## config.mk

```make
export PLATFORM = sky130hd
export DESIGN_NAME = sdram_req_queue
export DESIGN_NICKNAME = d
export VERILOG_FILES = /design/src/rtl/sdram_req_queue.sv
export SDC_FILE = /design/constraint.sdc
export NUM_CORES = 1
export LEC_CHECK = 0
export CAP_MARGIN = 20
export CORE_MARGIN = 4
export CORE_UTILIZATION = 53
export CTS_CLUSTER_DIAMETER = 200
export CTS_CLUSTER_SIZE = 20
export DETAILED_ROUTE_END_ITERATION = 8
export PLACE_DENSITY_LB_ADDON = 0.08
export SETUP_SLACK_MARGIN = 0.15
export SLEW_MARGIN = 20
export SYNTH_ARGS = -nofsm -noshare
export SYNTH_HDL_FRONTEND = slang
export SYNTH_HIERARCHICAL = 1
export SYNTH_SLANG_ARGS = --single-unit
```

## constraint.sdc

```tcl
create_clock -name clk -period 5.45 [get_ports clk]
set_input_delay 1.3625 -clock clk [delete_from_list [all_inputs] [get_ports clk]]
set_output_delay 1.3625 -clock clk [all_outputs]
set_load 0.005 [all_outputs]
```

## src/rtl/sdram_req_queue.sv

```systemverilog
// Request FIFO in front of a single-outstanding SDRAM controller; an accepted request issues 1 cycle later, and a completion or timeout yields one response.
// Upstream is stalled on a full queue; nothing is popped while a response is held for downstream.
module sdram_req_queue_fifo #(
  parameter int W     = 8,
  parameter int DEPTH = 4
) (
  input  logic                       clk,
  input  logic                       rst,
  input  logic                       push,
  input  logic                       pop,
  input  logic [W-1:0]               wr_dat,
  output logic [W-1:0]               rd_dat,
  output logic [$clog2(DEPTH):0]     count,
  output logic                       full
);
  localparam int AW = $clog2(DEPTH);
  localparam int CW = AW + 1;

  logic [W-1:0]  mem_q [DEPTH];
  logic [AW-1:0] wr_ptr_q, wr_ptr_d;
  logic [AW-1:0] rd_ptr_q, rd_ptr_d;
  logic [CW-1:0] count_q, count_d;
  logic          do_push, do_pop;

  assign full   = (count_q == CW'(DEPTH));
  assign count  = count_q;
  assign rd_dat = mem_q[rd_ptr_q];

  always_comb begin
    do_push  = push && !full;
    do_pop   = pop && (count_q != '0);
    wr_ptr_d = wr_ptr_q;
    rd_ptr_d = rd_ptr_q;
    count_d  = count_q;
    // Power-of-two depth lets the pointers wrap by overflow.
    if (do_push) wr_ptr_d = wr_ptr_q + AW'(1);
    if (do_pop)  rd_ptr_d = rd_ptr_q + AW'(1);
    if (do_push && !do_pop) count_d = count_q + CW'(1);
    if (!do_push && do_pop) count_d = count_q - CW'(1);
  end

  always_ff @(posedge clk or posedge rst) begin
    if (rst) begin
      wr_ptr_q <= '0;
      rd_ptr_q <= '0;
      count_q  <= '0;
    end else begin
      wr_ptr_q <= wr_ptr_d;
      rd_ptr_q <= rd_ptr_d;
      count_q  <= count_d;
    end
  end

  always_ff @(posedge clk) begin
    if (do_push) mem_q[wr_ptr_q] <= wr_dat;
  end
endmodule

module sdram_req_queue #(
  parameter int DEPTH   = 4,
  parameter int TIMEOUT = 64
) (
  input  logic                    clk,
  input  logic                    rst,
  input  logic                    req_valid,
  output logic                    req_ready,
  input  logic [24:0]             req_addr,
  input  logic [1:0]              req_oplen,
  input  logic [31:0]             req_wdata,
  input  logic                    req_rw,
  output logic                    ctrl_enable,
  output logic [24:0]             ctrl_addr,
  output logic [1:0]              ctrl_oplen,
  output logic [31:0]             ctrl_wdata,
  output logic                    ctrl_rw,
  input  logic                    ctrl_done,
  input  logic [31:0]             ctrl_result,
  output logic                    rsp_valid,
  output logic [31:0]             rsp_data,
  output logic                    rsp_err,
  input  logic                    rsp_ready,
  output logic [$clog2(DEPTH):0]  count
);
  localparam int TW = (TIMEOUT > 2) ? $clog2(TIMEOUT) : 1;
  localparam logic [TW-1:0] TMAX = TW'(TIMEOUT - 1);

  typedef struct packed {
    logic [24:0] addr;
    logic [1:0]  oplen;
    logic [31:0] wdata;
    logic        rw;
  } req_t;

  typedef enum logic [1:0] {IDLE, ISSUE, WAIT, RESP} state_t;

  state_t                 state_q;
  logic [TW-1:0]          timer_q;
  logic                   ctrl_enable_q;
  logic [24:0]            ctrl_addr_q;
  logic [1:0]             ctrl_oplen_q;
  logic [31:0]            ctrl_wdata_q;
  logic                   ctrl_rw_q;
  logic                   rsp_valid_q;
  logic [31:0]            rsp_data_q;
  logic                   rsp_err_q;

  req_t                   wr_req, head;
  logic                   fifo_full, push, pop;
  logic [$clog2(DEPTH):0] fifo_cnt;

  // Ready looks only at the registered count, so a same-cycle pop never frees a slot.
  assign req_ready = !fifo_full && !rst;
  assign push      = req_valid && req_ready;
  assign pop       = (state_q == IDLE) && (fifo_cnt != '0);
  assign wr_req    = '{addr: req_addr, oplen: req_oplen, wdata: req_wdata, rw: req_rw};

  sdram_req_queue_fifo #(.W($bits(req_t)), .DEPTH(DEPTH)) u_fifo (
    .clk    (clk),
    .rst    (rst),
    .push   (push),
    .pop    (pop),
    .wr_dat (wr_req),
    .rd_dat (head),
    .count  (fifo_cnt),
    .full   (fifo_full)
  );

  always_ff @(posedge clk or posedge rst) begin
    if (rst) begin
      state_q       <= IDLE;
      timer_q       <= '0;
      ctrl_enable_q <= 1'b0;
      ctrl_addr_q   <= '0;
      ctrl_oplen_q  <= '0;
      ctrl_wdata_q  <= '0;
      ctrl_rw_q     <= 1'b0;
      rsp_valid_q   <= 1'b0;
      rsp_data_q    <= '0;
      rsp_err_q     <= 1'b0;
    end else begin
      ctrl_enable_q <= 1'b0;
      case (state_q)
        IDLE: begin
          if (fifo_cnt != '0) begin
            ctrl_addr_q   <= head.addr;
            ctrl_oplen_q  <= head.oplen;
            ctrl_wdata_q  <= head.wdata;
            ctrl_rw_q     <= head.rw;
            ctrl_enable_q <= 1'b1;
            state_q       <= ISSUE;
          end
        end
        ISSUE: begin
          timer_q <= '0;
          state_q <= WAIT;
        end
        WAIT: begin
          // Completion takes priority over a timeout landing on the same edge.
          if (ctrl_done) begin
            rsp_data_q  <= ctrl_rw_q ? 32'd0 : ctrl_result;
            rsp_err_q   <= 1'b0;
            rsp_valid_q <= 1'b1;
            state_q     <= RESP;
          end else if (timer_q == TMAX) begin
            rsp_data_q  <= 32'd0;
            rsp_err_q   <= 1'b1;
            rsp_valid_q <= 1'b1;
            state_q     <= RESP;
          end else begin
            timer_q <= timer_q + TW'(1);
          end
        end
        RESP: begin
          if (rsp_ready) begin
            rsp_valid_q <= 1'b0;
            state_q     <= IDLE;
          end
        end
        default: state_q <= IDLE;
      endcase
    end
  end

  assign ctrl_enable = ctrl_enable_q;
  assign ctrl_addr   = ctrl_addr_q;
  assign ctrl_oplen  = ctrl_oplen_q;
  assign ctrl_wdata  = ctrl_wdata_q;
  assign ctrl_rw     = ctrl_rw_q;
  assign rsp_valid   = rsp_valid_q;
  assign rsp_data    = rsp_data_q;
  assign rsp_err     = rsp_err_q;
  assign count       = fifo_cnt;
endmodule

```

==> impl_metrics.csv, run 1 <==
group,metric,value,unit
outcome,status,"finished clean",
floorplan,dieArea,28500,sq um
logic_synthesis,synth_compound_area_share,3.60,%
logic_synthesis,netlist_instances,726,
logic_synthesis,syn_area,13700,sq um
logic_synthesis,synthArstFlopShare,31.4,%
logic_synthesis,synth.distinct_cells,48,
clock_tree,cts_tree,"done",
grt,grt_first_pass_wirelength,41700,microns
floorplan,start_util,54.1,%
power_and_ir_drop,vdd_ir_drop_max,0.437,mV
sta,max_freq,257,MHz
clock_tree,cts_max_path_buffers,3,
place,place_inst,1220,
logic_synthesis,synth_top_family_by_area,"multiplexers",
clock_tree,cts_sinks,350,
run,cap_violations,0,
detailed_routing,drt_wl_total,26300,microns
critical_path,r2r-end,"u_fifo/mem_q[3][5]$_DFFE_PP_",
logic_synthesis,synth_edf_count,240,
floorplan,core_region_area,25300,sq um
place,dp_hpwl,16100,microns
detailed_routing,drc,0,
sta,setup_viol,0,
final_layout,drive_gt1_share,16.8,%
logic_synthesis,synth_xor_area_share,0.384,%
detailed_routing,antenna_left,0,
logic_synthesis,ys_ff_latch,350,
floorplan,rows,58,
sta,period_needed,3.88,ns
clock_tree,post-cts-setup-buffers,0,
detailed_routing,initialDrtViolationCount,519,
clock_tree,clk_latency,0.51,ns
grt,antenna_found_initial,3,
sta,worstMarginPinSlew,0.988,ns
final_layout,syn2layout_area_growth,19.8,%
sta,whs,0.505,ns
power_and_ir_drop,p_leak,5.72,nW
min_path,holdCritPathClass,"reg2reg",
logic_synthesis,ys.warnings.count,6,
clock_tree,ctsResizeCount,0,
detailed_routing,viasPerCell,5.60,
power_and_ir_drop,power.density,500,nW/um^2
sta,rsz0062_at_grt,"no",
clock_tree,cts-buffers-inserted,21,
grt,grt_pass1_vias,7534,
final_layout,n_fill_cell,1770,
min_path,worstHoldStart,"ctrl_addr[19]$_DFFE_PP0P_",
clock_tree,holdBufCountCts,0,
sta,slew_headroom,34.1,%
detailed_routing,vias,7049,
detailed_routing,drtPass1Iterations,4,
clock_tree,htree_levels,1,
critical_path,rrSetupSlack,2.90,ns
place,place.gp.congestion,0.749,
floorplan,fp.dieW,169,microns
sta,tns,0,ns
grt,grt_remaining_overflow,0,
critical_path,path_max_fanout,3,
sta,fin_skew,0.0137,ns
floorplan,io_pins,196,
logic_synthesis,muxShareOfSynthArea,15.2,%
final_layout,stdcell_count,1258,
logic_synthesis,syn_area_per_cell,18.9,sq um
min_path,min_to,"ctrl_addr[19]$_DFFE_PP0P_",
clock_tree,root_buffer,"clkbuf_16",
grt,track_usage,18.4,%
logic_synthesis,yosys.area_share.simple,4.46,%
min_path,holdPathStages,1,
sta,hold_viol_final,0,
critical_path,critical_path_class,"in2out",
critical_path,reg2reg_from,"u_fifo/count[2]$_DFFE_PP0P_",
sta,drv_slew,0,
logic_synthesis,synth_fp_nets,834,
critical_path,critPathLaunchType,"primary input",
critical_path,end_kind,"primary output",
floorplan,die_h,169,microns
sta,min_period_over_period,71.3,%
grt,grt_max_degree,62,
final_layout,fin_nets,1021,
logic_synthesis,yosys.area_share.adder,1.06,%
logic_synthesis,ys.flop_type,"edfxtp_1",
logic_synthesis,ys_seq_area_share,72.7,%
detailed_routing,post_drt_wl_per_cell,20.9,microns
critical_path,r2r_cells,5,
critical_path,crit_required,4.09,ns
clock_tree,clkSlewWorstSetupHoldPaths,0.08,ns
place,port_buffers,195,
critical_path,cp.arrival,2.52,ns
-- registers in the layout, indices dropped and copies added (netlist names), 2 cells and up --
signal,flops
u_fifo/wr_ptr_q,2
rsp_data,32
u_fifo/rd_ptr_q,2
ctrl_oplen,2
u_fifo/count,3
u_fifo/mem_q,240
timer_q,6
ctrl_addr,25
ctrl_wdata,32
state_q,2
-- placed cells by master (no fill, tap or decap), drive strengths merged, types with 2 or more instances in the layout --
cell type	n
nand2	6
a211o	2
mux2i	3
xnor2	3
clkdlybuf4s50	194
nor2b	33
nand4	2
and2	5
buf	7
o31ai	2
nor3b	2
edfxtp	240
nor2	3
dfrtp	110
mux2	61
mux4	60
nand2b	36
a31oi	2
and3b	3
ha	10
xor2	3
nor3	2
a211oi	2
o21ai	34
a21oi	37
inv	16
clkbuf	36
-- stage by stage --
step                      area, sq um  power (W)  setup WS, ns  utilization [%]
after floorplan                 13700    0.00565          1.38                -
after global placement          15800    0.00667          1.57             62.5
after global routing            16400    0.00871          1.47             64.8
after CTS                       16400    0.00834          1.56             64.8
after detailed placement        15800    0.00680          1.33             62.5
final                           16400    0.00821          1.57             64.8
-- kinds of logic (layout without fill, tap and decap cells) --
group                    count (synthesis)  in the layout
AO/OA/AOI/OAI                           86             86
XOR/XNOR                                 6              6
adder cells (fa/ha/maj)                 11             11
buffers and inverters                   52            253
flip-flops                             350            350
multiplexers                           124            124
other                                    0              1
AND/OR/NAND/NOR                         97             97
-- layer usage --
metal | GRT usage (%) | vias to the layer above | part of all wire, %
met5 | 0 | - | 0.13
met4 | 3.35 | 6 | 1.5
met3 | 3.88 | 36 | 6.4
met2 | 31.0 | 203 | 50
met1 | 25.5 | 3649 | 42
li1 | - | 3155 | -
-- power by group --
group          internal, W  switching, W  leakage [nW]
combinational      0.00168       0.00103          2.00
sequential         0.00347      0.000506          3.44
clock             0.000734      0.000798         0.283
total              0.00588       0.00234          5.72
-- worst max-delay path: stages --
cell and delay (ns):
clkdlybuf4s50_1 0.48, nor2_1 0.16, clkdlybuf4s50_1 0.52
-- worst max path at each step --
stage / depth (start not counted) / slack, ns / startpoint / end
final: 3 / 1.57 / rst / req_ready
after global placement: 3 / 1.57 / rst / req_ready
after global routing: 3 / 1.47 / rst / req_ready
after CTS: 3 / 1.56 / rst / req_ready
after floorplan: 1 / 1.38 / rst / ctrl_addr[0]$_DFFE_PP0P_
after detailed placement: 4 / 1.33 / ctrl_done / rsp_data[15]$_DFFE_PP0P_
-- cell type report --
cell class	count	area, sq um	share of cell area, %
flip-flops and latches	350	9970	60.7
multi-input cells	324	3390	20.6
repair buffers	201	1990	12.1
clock buffers	36	582	3.54
well taps	330	413	2.52
inverters	15	58.8	0.358
clock inverters	1	11.3	0.0686
diodes	1	2.50	0.0152
-- cell usage after synthesis (all sizes together) (3+ instances only) --
library cell / n / area (sq um)
buf: 24 / 254
inv: 15 / 56.3
nor2: 3 / 11.3
a21oi: 37 / 189
o21ai: 34 / 170
edfxtp: 240 / 7210
nand2b: 36 / 225
xnor2: 3 / 26.3
nor2b: 33 / 209
clkbuf: 13 / 52.6
dfrtp: 110 / 2750
ha: 10 / 125
mux4: 60 / 1360
and3b: 3 / 26.3
mux2: 61 / 687
xor2: 3 / 26.3
mux2i: 3 / 30.0
and2: 5 / 31.3
nand2: 6 / 22.5
(Power assumes the default switching activity.)
==> run 2: changes to the inputs <==
Settings changed: CORE_UTILIZATION 53 to 49.
Clock period 5.45 ns to 3.5 ns, I/O delays scaled along.
==> impl_metrics.csv, run 2 (synthesized netlist as in run 1, its figures left out) <==
group,metric,value,unit
clock_tree,holdBufCountCts,0,
sta,whs,0.506,ns
clock_tree,cts-buffers-inserted,21,
sta,hold_viol_final,0,
run,cap_violations,0,
critical_path,crit_path_top_delay_cell,"clkdlybuf4s50_1",
grt,grt_max_degree,62,
critical_path,critical_path_class,"in2out",
floorplan,dieArea,30700,sq um
floorplan,fp.dieW,175,microns
final_layout,final_cell_mix,"edfxtp_1 (240), clkdlybuf4s50_1 (195), dfrtp_1 (108), mux4_2 (58), mux2_2 (56)",
clock_tree,cts_sinks,350,
sta,slew_headroom,37.5,%
power_and_ir_drop,power,0.0129,W
critical_path,critPathBufInv,2,
floorplan,die_h,175,microns
final_layout,final-seq-area,9970,sq um
critical_path,cp_top_family,"buffers and inverters",
final_layout,syn2layout_area_growth,21.8,%
final_layout,antenna_cells,0,
sta,drv_slew,0,
grt,grt_pass1_vias,7656,
critical_path,crit_path_frequent_cell,"clkdlybuf4s50_1",
clock_tree,clkSlewWorstSetupHoldPaths,0.08,ns
detailed_routing,drt_wl_total,26900,microns
place,port_buffers,195,
outcome,status,"finished clean",
floorplan,core_region_area,27300,sq um
power_and_ir_drop,vdd_ir_drop_max,0.406,mV
final_layout,final_common_cell,"edfxtp_1",
detailed_routing,antenna_left,0,
detailed_routing,viasPerCell,5.35,
grt,grt_remaining_overflow,0,
grt,grt_first_pass_wirelength,42600,microns
place,placed_area,16100,sq um
critical_path,cp.arrival,2.04,ns
detailed_routing,post_drt_wl_per_cell,20.6,microns
final_layout,fin_area,16700,sq um
final_layout,utilization,61.2,%
floorplan,rows,60,
sta,max_freq,343,MHz
final_layout,multi_input_area,3390,sq um
sta,min_period_over_period,83.2,%
final_layout,n_fill_cell,1970,
clock_tree,htree_levels,1,
sta,fin_skew,0.0189,ns
clock_tree,post-cts-setup-buffers,0,
clock_tree,root_buffer,"clkbuf_16",
grt,antenna_found_initial,0,
floorplan,start_util,50.3,%
sta,setup_viol,0,
critical_path,reg2reg_from,"u_fifo/count[2]$_DFFE_PP0P_",
clock_tree,cts_max_path_buffers,3,
sta,worstMarginPinSlew,0.938,ns
place,dp_hpwl,17900,microns
power_and_ir_drop,power.density,773,nW/um^2
power_and_ir_drop,p_leak,5.82,nW
final_layout,drive_gt1_share,17.8,%
clock_tree,ctsResizeCount,0,
sta,period_needed,2.91,ns
critical_path,critPathLaunch,"rst",
detailed_routing,drtPass1Iterations,4,
min_path,holdCritPathClass,"reg2reg",
critical_path,end_kind,"primary output",
floorplan,io_pins,196,
place,place.gp.congestion,0.775,
min_path,worstHoldStart,"ctrl_addr[20]$_DFFE_PP0P_",
final_layout,fin_nets,1033,
critical_path,crit_required,2.62,ns
critical_path,rrSetupSlack,1.12,ns
clock_tree,cts_tree,"done",
clock_tree,clk_latency,0.52,ns
sta,tns,0,ns
detailed_routing,initialDrtViolationCount,363,
final_layout,top_register,"u_fifo/mem_q",
critical_path,slowest_delay,0.52,ns
critical_path,crit_chain,"clkdlybuf4s50_1 -> nor2_1 -> clkdlybuf4s50_1",
sta,rsz0062_at_grt,"no",
detailed_routing,drc,0,
critical_path,path_max_fanout,3,
critical_path,critPathLaunchType,"primary input",
grt,track_usage,17.6,%
final_layout,largest_reg_flops,240,
detailed_routing,vias,7016,
[run 2: changes by cell type in the layout (fill, tap and decap cells not counted), sizes merged]
| cell | previous run | this run |
|---|---|---|
| diode | 1 | 0 |
| clkinvlp | 0 | 1 |
| buf | 7 | 18 |
| clkbuf | 36 | 35 |
| clkdlybuf4s50 | 194 | 195 |
[run 2: final cells by class]
cell class	count	share of cell area [%]
flip-flops and latches	350	59.7
multi-input cells	324	20.3
repair buffers	213	13.3
clock buffers	35	3.46
well taps	372	2.79
inverters	15	0.360
clock inverters	2	0.120
[run 2: path summary, 6_finish.rpt]
path / endpoint / cells past startpoint
worst max-delay path: req_ready / 3
worst min-delay path: ctrl_addr[20]$_DFFE_PP0P_ / 1
worst max register to register: u_fifo/count[2]$_DFFE_PP0P_ / 11
worst min register to register: ctrl_addr[20]$_DFFE_PP0P_ / 1
max in group asynchronous: ctrl_wdata[6]$_DFFE_PP0P_ / 3
min in group asynchronous: u_fifo/wr_ptr_q[1]$_DFFE_PP0P_ / 2
[run 2: where the power goes]
group | internal [W] | switching [W]
sequential | 0.00539 | 0.000745
clock | 0.00114 | 0.00125
combinational | 0.00270 | 0.00168
total | 0.00923 | 0.00368
[run 2: per-stage QoR]
stage | std cells | setup slack (ns)
finish | 1311 | 0.588
global route | 1311 | 0.537
CTS | 1311 | 0.569
detailed placement | 1274 | 0.418
global placement | 1274 | 0.485
floorplan | 726 | 0.241
[run 2: metal layers]
metal / share of wire (%) / up-vias / wire length (microns) / global-route usage, %
met5: 0 / - / 0 / 0
met4: 1.7 / 0 / 454 / 3.70
met3: 5.1 / 33 / 1370 / 3.07
met2: 51 / 179 / 13700 / 30.3
met1: 42 / 3623 / 11400 / 23.8
li1: - / 3181 / - / -
